**src/rtl/pa_clic_scan_arb_pkg.sv**
```systemverilog
// Shared CLIC definitions for the scanning interrupt arbiter: field widths,
// default sizing, FSM state type and the candidate record carried across a sweep.
package pa_clic_scan_arb_pkg;

    localparam int unsigned CLIC_IL_W       = 8;
    localparam int unsigned CLIC_ID_W       = 12;
    localparam int unsigned CLIC_INTNUM_DEF = 128;
    localparam int unsigned CLIC_GRP_DEF    = 16;

    typedef enum logic {
        ST_IDLE = 1'b0,
        ST_SCAN = 1'b1
    } scan_state_e;

    typedef struct packed {
        logic                 vld;
        logic [CLIC_ID_W-1:0] id;
        logic [CLIC_IL_W-1:0] il;
        logic                 hv;
    } clic_cand_t;

endpackage

```
**src/rtl/pa_clic_grp_cmp.sv**
```systemverilog
// Combinational GRP-way compare: picks the qualifying source (req && il > thresh)
// with the highest level; on equal levels the lowest local index wins.
module pa_clic_grp_cmp
    import pa_clic_scan_arb_pkg::*;
#(
    parameter int unsigned GRP = CLIC_GRP_DEF
) (
    input  logic [GRP-1:0]           grp_req,
    input  logic [GRP*CLIC_IL_W-1:0] grp_il,
    input  logic [GRP-1:0]           grp_hv,
    input  logic [CLIC_IL_W-1:0]     thresh,
    output logic                     win_vld,
    output logic [$clog2(GRP)-1:0]   win_idx,
    output logic [CLIC_IL_W-1:0]     win_il,
    output logic                     win_hv
);

    localparam int unsigned LW = $clog2(GRP);

    // Ascending scan; only a strictly greater level displaces the current pick,
    // which gives lowest-index tie-breaking.
    always_comb begin
        win_vld = 1'b0;
        win_idx = '0;
        win_il  = '0;
        win_hv  = 1'b0;
        for (int unsigned i = 0; i < GRP; i++) begin
            if (grp_req[i] && (grp_il[i*CLIC_IL_W +: CLIC_IL_W] > thresh) &&
                (!win_vld || (grp_il[i*CLIC_IL_W +: CLIC_IL_W] > win_il))) begin
                win_vld = 1'b1;
                win_idx = LW'(i);
                win_il  = grp_il[i*CLIC_IL_W +: CLIC_IL_W];
                win_hv  = grp_hv[i];
            end
        end
    end

endmodule

```
**src/rtl/pa_clic_scan_arb.sv**
```systemverilog
// Time-multiplexed CLIC arbiter: sweeps the kid request/level vectors one group
// per cycle, keeps a running winner and publishes it at the end of each sweep.
module pa_clic_scan_arb
    import pa_clic_scan_arb_pkg::*;
#(
    parameter int unsigned INTNUM = CLIC_INTNUM_DEF,
    parameter int unsigned GRP    = CLIC_GRP_DEF
) (
    input  logic                        forever_cpuclk,
    input  logic                        cpurst,
    input  logic                        scan_en,
    input  logic                        scan_restart,
    input  logic [INTNUM-1:0]           kid_int_req,
    input  logic [INTNUM*CLIC_IL_W-1:0] kid_int_il,
    input  logic [INTNUM-1:0]           kid_int_hv,
    input  logic [CLIC_IL_W-1:0]        ctrl_int_thresh,
    input  logic                        ctrl_int_ack,
    output logic                        arb_int_vld,
    output logic [CLIC_ID_W-1:0]        arb_int_id,
    output logic [CLIC_IL_W-1:0]        arb_int_il,
    output logic                        arb_int_hv,
    output logic                        arb_sweep_done
);

    localparam int unsigned NGRP = INTNUM / GRP;
    localparam int unsigned GW   = (NGRP > 1) ? $clog2(NGRP) : 1;
    localparam int unsigned LW   = $clog2(GRP);

    scan_state_e                state_q, state_nxt;
    logic [GW-1:0]              grp_idx;
    clic_cand_t                 best_q;
    clic_cand_t                 grp_cand;
    clic_cand_t                 merged;
    int unsigned                grp_base;
    logic                       last_grp;
    logic                       do_step;
    logic                       do_pub;
    logic                       do_clear;

    logic [GRP-1:0]             grp_req;
    logic [GRP*CLIC_IL_W-1:0]   grp_il;
    logic [GRP-1:0]             grp_hv;
    logic                       win_vld;
    logic [LW-1:0]              win_idx;
    logic [CLIC_IL_W-1:0]       win_il;
    logic                       win_hv;

    // Select the live slice of the kid vectors for the current group.
    always_comb begin
        grp_base = 32'(grp_idx) * GRP;
        grp_req  = kid_int_req[grp_base +: GRP];
        grp_il   = kid_int_il[grp_base*CLIC_IL_W +: GRP*CLIC_IL_W];
        grp_hv   = kid_int_hv[grp_base +: GRP];
        last_grp = (grp_idx == GW'(NGRP - 1));
    end

    pa_clic_grp_cmp #(
        .GRP (GRP)
    ) u_grp_cmp (
        .grp_req (grp_req),
        .grp_il  (grp_il),
        .grp_hv  (grp_hv),
        .thresh  (ctrl_int_thresh),
        .win_vld (win_vld),
        .win_idx (win_idx),
        .win_il  (win_il),
        .win_hv  (win_hv)
    );

    // Merge the group winner into the running best; earlier groups keep ties.
    always_comb begin
        grp_cand.vld = win_vld;
        grp_cand.id  = CLIC_ID_W'(grp_base) + CLIC_ID_W'(win_idx);
        grp_cand.il  = win_il;
        grp_cand.hv  = win_hv;
        merged       = best_q;
        if (win_vld && (!best_q.vld || (win_il > best_q.il))) begin
            merged = grp_cand;
        end
    end

    // FSM state register.
    always_ff @(posedge forever_cpuclk) begin
        if (cpurst) begin
            state_q <= ST_IDLE;
        end else begin
            state_q <= state_nxt;
        end
    end

    // Next state and sweep control; restart and scan_en drop both pre-empt a publish.
    always_comb begin
        state_nxt = state_q;
        do_step   = 1'b0;
        do_pub    = 1'b0;
        do_clear  = 1'b0;
        case (state_q)
            ST_IDLE: begin
                if (scan_en) begin
                    state_nxt = ST_SCAN;
                end
            end
            ST_SCAN: begin
                if (!scan_en) begin
                    state_nxt = ST_IDLE;
                    do_clear  = 1'b1;
                end else if (scan_restart) begin
                    do_clear  = 1'b1;
                end else if (last_grp) begin
                    do_pub    = 1'b1;
                    do_clear  = 1'b1;
                end else begin
                    do_step   = 1'b1;
                end
            end
            default: begin
                state_nxt = ST_IDLE;
                do_clear  = 1'b1;
            end
        endcase
    end

    // Group counter and running best.
    always_ff @(posedge forever_cpuclk) begin
        if (cpurst) begin
            grp_idx <= '0;
            best_q  <= '0;
        end else if (do_clear) begin
            grp_idx <= '0;
            best_q  <= '0;
        end else if (do_step) begin
            grp_idx <= grp_idx + 1'b1;
            best_q  <= merged;
        end
    end

    // Published result; a publish takes priority over an ack in the same cycle.
    always_ff @(posedge forever_cpuclk) begin
        if (cpurst) begin
            arb_int_vld    <= 1'b0;
            arb_int_id     <= '0;
            arb_int_il     <= '0;
            arb_int_hv     <= 1'b0;
            arb_sweep_done <= 1'b0;
        end else begin
            arb_sweep_done <= do_pub;
            if (do_pub) begin
                arb_int_vld <= merged.vld;
                arb_int_id  <= merged.vld ? merged.id : '0;
                arb_int_il  <= merged.vld ? merged.il : '0;
                arb_int_hv  <= merged.vld & merged.hv;
            end else if (ctrl_int_ack) begin
                arb_int_vld <= 1'b0;
            end
        end
    end

endmodule

```
**config.mk**
```make
export PLATFORM = sky130hd
export DESIGN_NAME = pa_clic_scan_arb
export DESIGN_NICKNAME = d
export VERILOG_FILES = /design/src/rtl/pa_clic_scan_arb_pkg.sv /design/src/rtl/pa_clic_grp_cmp.sv /design/src/rtl/pa_clic_scan_arb.sv
export SDC_FILE = /design/constraint.sdc
export NUM_CORES = 1
export LEC_CHECK = 0
export CAP_MARGIN = 20
export CORE_AREA = 3 3 509 511
export CTS_CLUSTER_DIAMETER = 100
export DETAILED_ROUTE_END_ITERATION = 7
export DIE_AREA = 0 0 512 514
export GPL_TIMING_DRIVEN = 0
export PLACE_DENSITY = 0.31
export SYNTH_ARGS = -nofsm -noshare
export SYNTH_HDL_FRONTEND = slang
export SYNTH_SLANG_ARGS = --single-unit
```
**constraint.sdc**
```tcl
create_clock -name forever_cpuclk -period 35 [get_ports forever_cpuclk]
set_clock_uncertainty 0.2 [all_clocks]
set_input_delay 7 -clock forever_cpuclk [delete_from_list [all_inputs] [get_ports forever_cpuclk]]
set_output_delay 7 -clock forever_cpuclk [all_outputs]
set_load 0.03 [all_outputs]
```
==> results of run 1 <==
## worst max-delay path: cells and delay by family
kind	cells	cell delay [ns]
AOI/OAI and AO/OA	93	14.03
adders and majority gates	17	3.68
and+or+nand+nor	42	5.29
buffers and inverters	30	4.07
muxes	7	2.30
## routing by layer
metal / vias to the layer above / GRT usage / wire [microns]
met3: 254 / 0.0532 / 18600
met5: - / 0 / 530
met2: 1271 / 0.286 / 109000
met4: 84 / 0.0265 / 4470
met1: 13000 / 0.207 / 97800
li1: 11600 / - / -
## power breakdown
group	switching, mW	internal, mW
combinational	0.749	0.765
clock	0.0272	0.0276
sequential	0.00170	0.0576
## cell type report
type / count / area share
multi-input cells: 1870 / 0.475
repair buffers: 1561 / 0.364
well taps: 3366 / 0.100
flip-flops and latches: 49 / 0.0234
plain buffers: 133 / 0.0222
inverters: 83 / 0.00821
diodes: 52 / 0.00310
clock buffers: 5 / 0.00298
clock inverters: 3 / 0.000686
## registers in the layout, summed over array words and instances (netlist names)
signal          count
arb_int_hv          1
best_q             22
arb_int_id         12
state_q             1
grp_idx             3
arb_int_vld         1
arb_sweep_done      1
arb_int_il          8
## per-stage QoR
step	hold WS [ns]	TNS, ns	cell area, sq um
after floorplan	0.247	0	20000
after global placement	0.247	-391.95	37400
after detailed placement	0.258	-361.13	37700
after CTS	0.273	-53.71	41000
after global routing	0.303	-113.88	41900
final	0.275	-55.21	41900
## logic make-up (layout without fill, tap and decap cells)
kind of cell / Yosys count / in the layout / share of synthesized area
AND/OR/NAND/NOR: 740 / 740 / 0.168
AO/OA/AOI/OAI: 468 / 468 / 0.161
multiplexers: 407 / 407 / 0.408
adder cells (fa/ha/maj): 251 / 251 / 0.159
buffers and inverters: 218 / 1785 / 0.0519
flip-flops: 49 / 49 / 0.0497
XOR/XNOR: 4 / 4 / 0.00178
other: 0 / 52 / 0
## repair_timing
action | in CTS | in global routing
cloned | 4 | 0
pin swaps | 175 | 109
hold endpoints to repair | 0 | 0
gates resized for setup | 502 | 117
setup buffers | 187 | 37
endpoints found under the setup margin | 42 | 42
## final timing paths
check	endpoint	cells after the start	slack, ns
worst min register to register	arb_int_id[0]$_SDFFE_PP0P_	2	0.27
worst min-delay path	arb_int_id[0]$_SDFFE_PP0P_	2	0.27
worst max register to register	arb_int_id[3]$_SDFFE_PP0P_	194	1.58
worst max-delay path	arb_int_id[3]$_SDFFE_PP0P_	189	-1.46
## cell usage in the layout (no fill, tap or decap), types with 43 or more instances in the layout
master,count
mux4_2,316
buf_4,224
a21oi_1,74
ha_1,200
nor2_1,82
mux2i_1,53
diode_2,52
dfxtp_1,49
nand2_1,374
a21o_1,43
inv_1,61
ha_4,44
o21a_1,55
buf_2,58
clkdlybuf4s50_1,1249
==> metrics, run 1 <==
leakage power 15.1 nW; Main synth FF type dfxtp_1; Hold Path Class register to register; Cell Pwr Density 38.8 nW/um^2; Worst Path Arrival 36.47 ns; DP Cell Count 6,836; final design utilization 0.165; slowest cell on the critical path a222oi_1; syn_area_per_cell 9.23 sq um; start of the worst register-to-register path grp_idx[1]$_SDFFE_PP0P_; Seq/Total Area, Yosys 0.0497; post-layout min period 36.46 ns; CP max FO 10; GRT overflow 0; critical path launch point kid_int_il[384]; worst-skew pair later-pin latency 0.31 ns; vias in the first global route 27,500; worst slew pin tran 1.33 ns; Routed WL 230 mm; Post-synth EDFFs 0; maximum buffer depth of the clock tree 2; largest stage delay on the critical path 0.56 ns; Die H 514 microns; DR DRC count 0; filler cell count 28,400; Row Count 185; fin. max-slew vios 0; CP Launch Type input pin; RSZ-0062 raised after global routing yes; Port-buffer cells 1,314; clk sink count 49; die area 263,000 sq um; Worst slew margin 0.101; Layout Nets 5,246; core area 254,000 sq um; fmax 27.4 MHz; Max Cap Violations 0; First DRT Iteration DRCs 1,610; Post-synth ARST share 0; antenna violation net count after detailed routing 0; Initial Util 0.0776; total power 1.63 mW; Post-synth top cells nand2_1 (408), mux4_2 (316), ha_1 (250); area leader, netlist mux4_2; 1st-pass router iterations 8; RD Place Congestion 0.860; initial antenna violation count 192; vias 26,200; FF+latch area 981 sq um; DR WL/cell 32.3 microns; dpl hpwl 209 mm; synth unique cells 80; multi-input logic area 19,900 sq um; outcome finished, violations left; Worst Path Required 35.01 ns; hold path startpoint arb_int_id[0]$_SDFFE_PP0P_; top cells by area, synth mux4_2 (36%), ha_1 (16%), nand2_1 (7.8%), dfxtp_1 (5.0%), mux2i_1 (3.9%); CP Capture Type register; Max rail drop VDD 0.0260 mV; Post-Syn Instances 2,137; TritonCTS Buffers 5; first-pass GRT wire length 289 mm; synthesized area 19,700 sq um; Synth Net Count 3,680; final period utilization 1.04; number of synthesis warnings 0; most frequent cell after synthesis nand2_1; area grow syn2layout 113%; final cell count without fillers 7,122; hold violation count in the final report 0; clk root buf clkbuf_16; CTS tree built; layout cells sized above 1 0.280; violated checks setup timing; setup violators final 42; post-synth top area share 0.361; I/O pin count 1,316; DP Worst Slack -8.86 ns; flops & latches, synth 49; Hold-fix buffers, CTS 0; Worst-path clk slew 0.08 ns; GRT Total Usage 0.167; final worst slack -1.46 ns; chip width 512 microns; largest net degree at the start of global routing 19; via/cell ratio 3.68; Crit Path Class input pin to register; CTS H-Tree Depth 2
Note: power is estimated with default switching activity, not from simulation.
==> inputs of run 2 (changes only) <==
Settings changed: RECOVER_POWER set to 100.
==> metrics, run 2 (same netlist as run 1, synthesis figures left out) <==
DP Worst Slack -8.86 ns; vias in the first global route 27,500; final worst slack -1.46 ns; Crit Path Class input pin to register; via/cell ratio 3.68; CP max FO 10; setup_tns -55.71 ns; fin. max-slew vios 0; final period utilization 1.04; largest stage delay on the critical path 0.56 ns; GRT Total Usage 0.167; 1st-pass router iterations 5; CTS H-Tree Depth 2; clk root buf clkbuf_16; flop2flop setup slack 1.59 ns; Cell Pwr Density 38.8 nW/um^2; Worst-path clk slew 0.08 ns; RD Place Congestion 0.860; post-layout min period 36.46 ns; final design utilization 0.165; antenna violation net count after detailed routing 0; core area 254,000 sq um; violated checks setup timing; area grow syn2layout 112%; first-pass GRT wire length 289 mm; biggest regs best_q (22), arb_int_id (12), arb_int_il (8); CP Launch Type input pin; DR WL/cell 32.3 microns; CP Capture Type register; Hold Path Class register to register; maximum buffer depth of the clock tree 2; slowest cell on the critical path a222oi_1; Initial Util 0.0776; cells on worst reg2reg path 194; Hold-fix buffers, CTS 0; commonest non-fill, non-tap cell in the layout clkdlybuf4s50_1; Layout Nets 5,246; dpl hpwl 209 mm; RSZ-0062 raised after global routing yes; worst slew pin tran 1.32 ns; Cells on Worst Hold Path 2; start of the worst register-to-register path grp_idx[1]$_SDFFE_PP0P_; Max Cap Violations 0; WP buf/inv 30; CTS tree built; setup violators final 42; I/O pin count 1,316; most flop-heavy register best_q; chip width 512 microns; CP delay by family, top compound AO/OA/AOI/OAI gates; worst-skew pair later-pin latency 0.31 ns; Die H 514 microns; leakage power 15.2 nW; vias 26,200; Worst slew margin 0.109; hold path startpoint arb_int_id[0]$_SDFFE_PP0P_; Worst Path Required 35.00 ns; Worst Path Arrival 36.47 ns; die area 263,000 sq um; GRT overflow 0; commonest cells after routing, fill and taps aside clkdlybuf4s50_1 (1,225), nand2_1 (374), mux4_2 (316); TritonCTS Buffers 5; Hold Path End arb_int_id[0]$_SDFFE_PP0P_; Row Count 185; worst r2r dst arb_int_id[3]$_SDFFE_PP0P_; fmax 27.4 MHz; Max rail drop VDD 0.0259 mV; hold violation count in the final report 0; layout cells sized above 1 0.280; largest net degree at the start of global routing 19; Port-buffer cells 1,314; outcome finished, violations left; First DRT Iteration DRCs 1,617; initial antenna violation count 192; DP Cell Count 6,836; DR DRC count 0; clk sink count 49; Routed WL 230 mm; Largest register FFs 22; total power 1.63 mW; final cell count without fillers 7,120
==> run 2: cell types whose count changed in the layout (fill, tap and decap cells not counted), sizes merged <==
| cell | change |
|---|---|
| clkdlybuf4s50 | -24 |
| dlygate4sd3 | +24 |
| diode | -2 |
| buf | -1 |
| clkbuf | +1 |
==> run 2: routing by layer <==
layer  vias up  GRT usage  wire, microns  share of wire
li1      11600          -              -              -
met1     13000      0.207          96900           0.42
met2      1297      0.286         109000           0.47
met3       262     0.0532          19500          0.085
met4        90     0.0265           4480          0.019
met5         -          0            576         0.0025
==> run 2: how the worst max path moves through the flow <==
stage	start	end	cells past startpoint
floorplan	kid_int_il[385]	arb_int_id[3]$_SDFFE_PP0P_	182
global placement	ctrl_int_thresh[1]	best_q[11]$_SDFFE_PP0P_	170
detailed placement	kid_int_il[896]	best_q[3]$_SDFFE_PP0P_	171
CTS	kid_int_il[385]	arb_int_id[4]$_SDFFE_PP0P_	189
global route	kid_int_il[257]	arb_int_id[4]$_SDFFE_PP0P_	190
finish	kid_int_il[384]	arb_int_id[3]$_SDFFE_PP0P_	189
==> run 2: layout make-up <==
class | count | area, sq um
Sequential cell | 49 | 981
Buffer | 133 | 930
Tap cell | 3366 | 4210
Fill cell | 28400 | 212000
Inverter | 83 | 344
Clock buffer | 5 | 125
Antenna cell | 50 | 125
Timing Repair Buffer | 1561 | 15200
Clock inverter | 3 | 28.8
Multi-Input combinational cell | 1870 | 19900
==> run 2: report_power, final <==
group / switching [mW] / total [mW] / internal [mW] / leakage (nW)
Sequential: 0.00169 / 0.0593 / 0.0576 / 0.398
Combinational: 0.749 / 1.51 / 0.765 / 14.7
Clock: 0.0269 / 0.0545 / 0.0276 / 0.0766
==> run 2: worst reg2reg max path: cells and delay by family, from the launching register on <==
family / cells / cell delay [ns]
compound gates: 91 / 13.66
fa+ha+maj: 17 / 3.90
buf+inv: 34 / 6.99
flops: 1 / 0.78
mux: 6 / 1.97
simple gates: 46 / 5.79
==> run 2: metrics by stage <==
step                      instance area (sq um)  hold WS, ns
after floorplan                           20000        0.247
after global placement                    37400        0.247
after detailed placement                  37700        0.258
after CTS                                 41000        0.273
after global routing                      41900        0.303
final                                     41900        0.269
==> run 2: repair_timing <==
action | CTS | global route
pin swaps | 175 | 109
buffers inserted | 187 | 37
resized for setup | 502 | 117
setup endpoints to repair | 42 | 42
gates cloned | 4 | 0
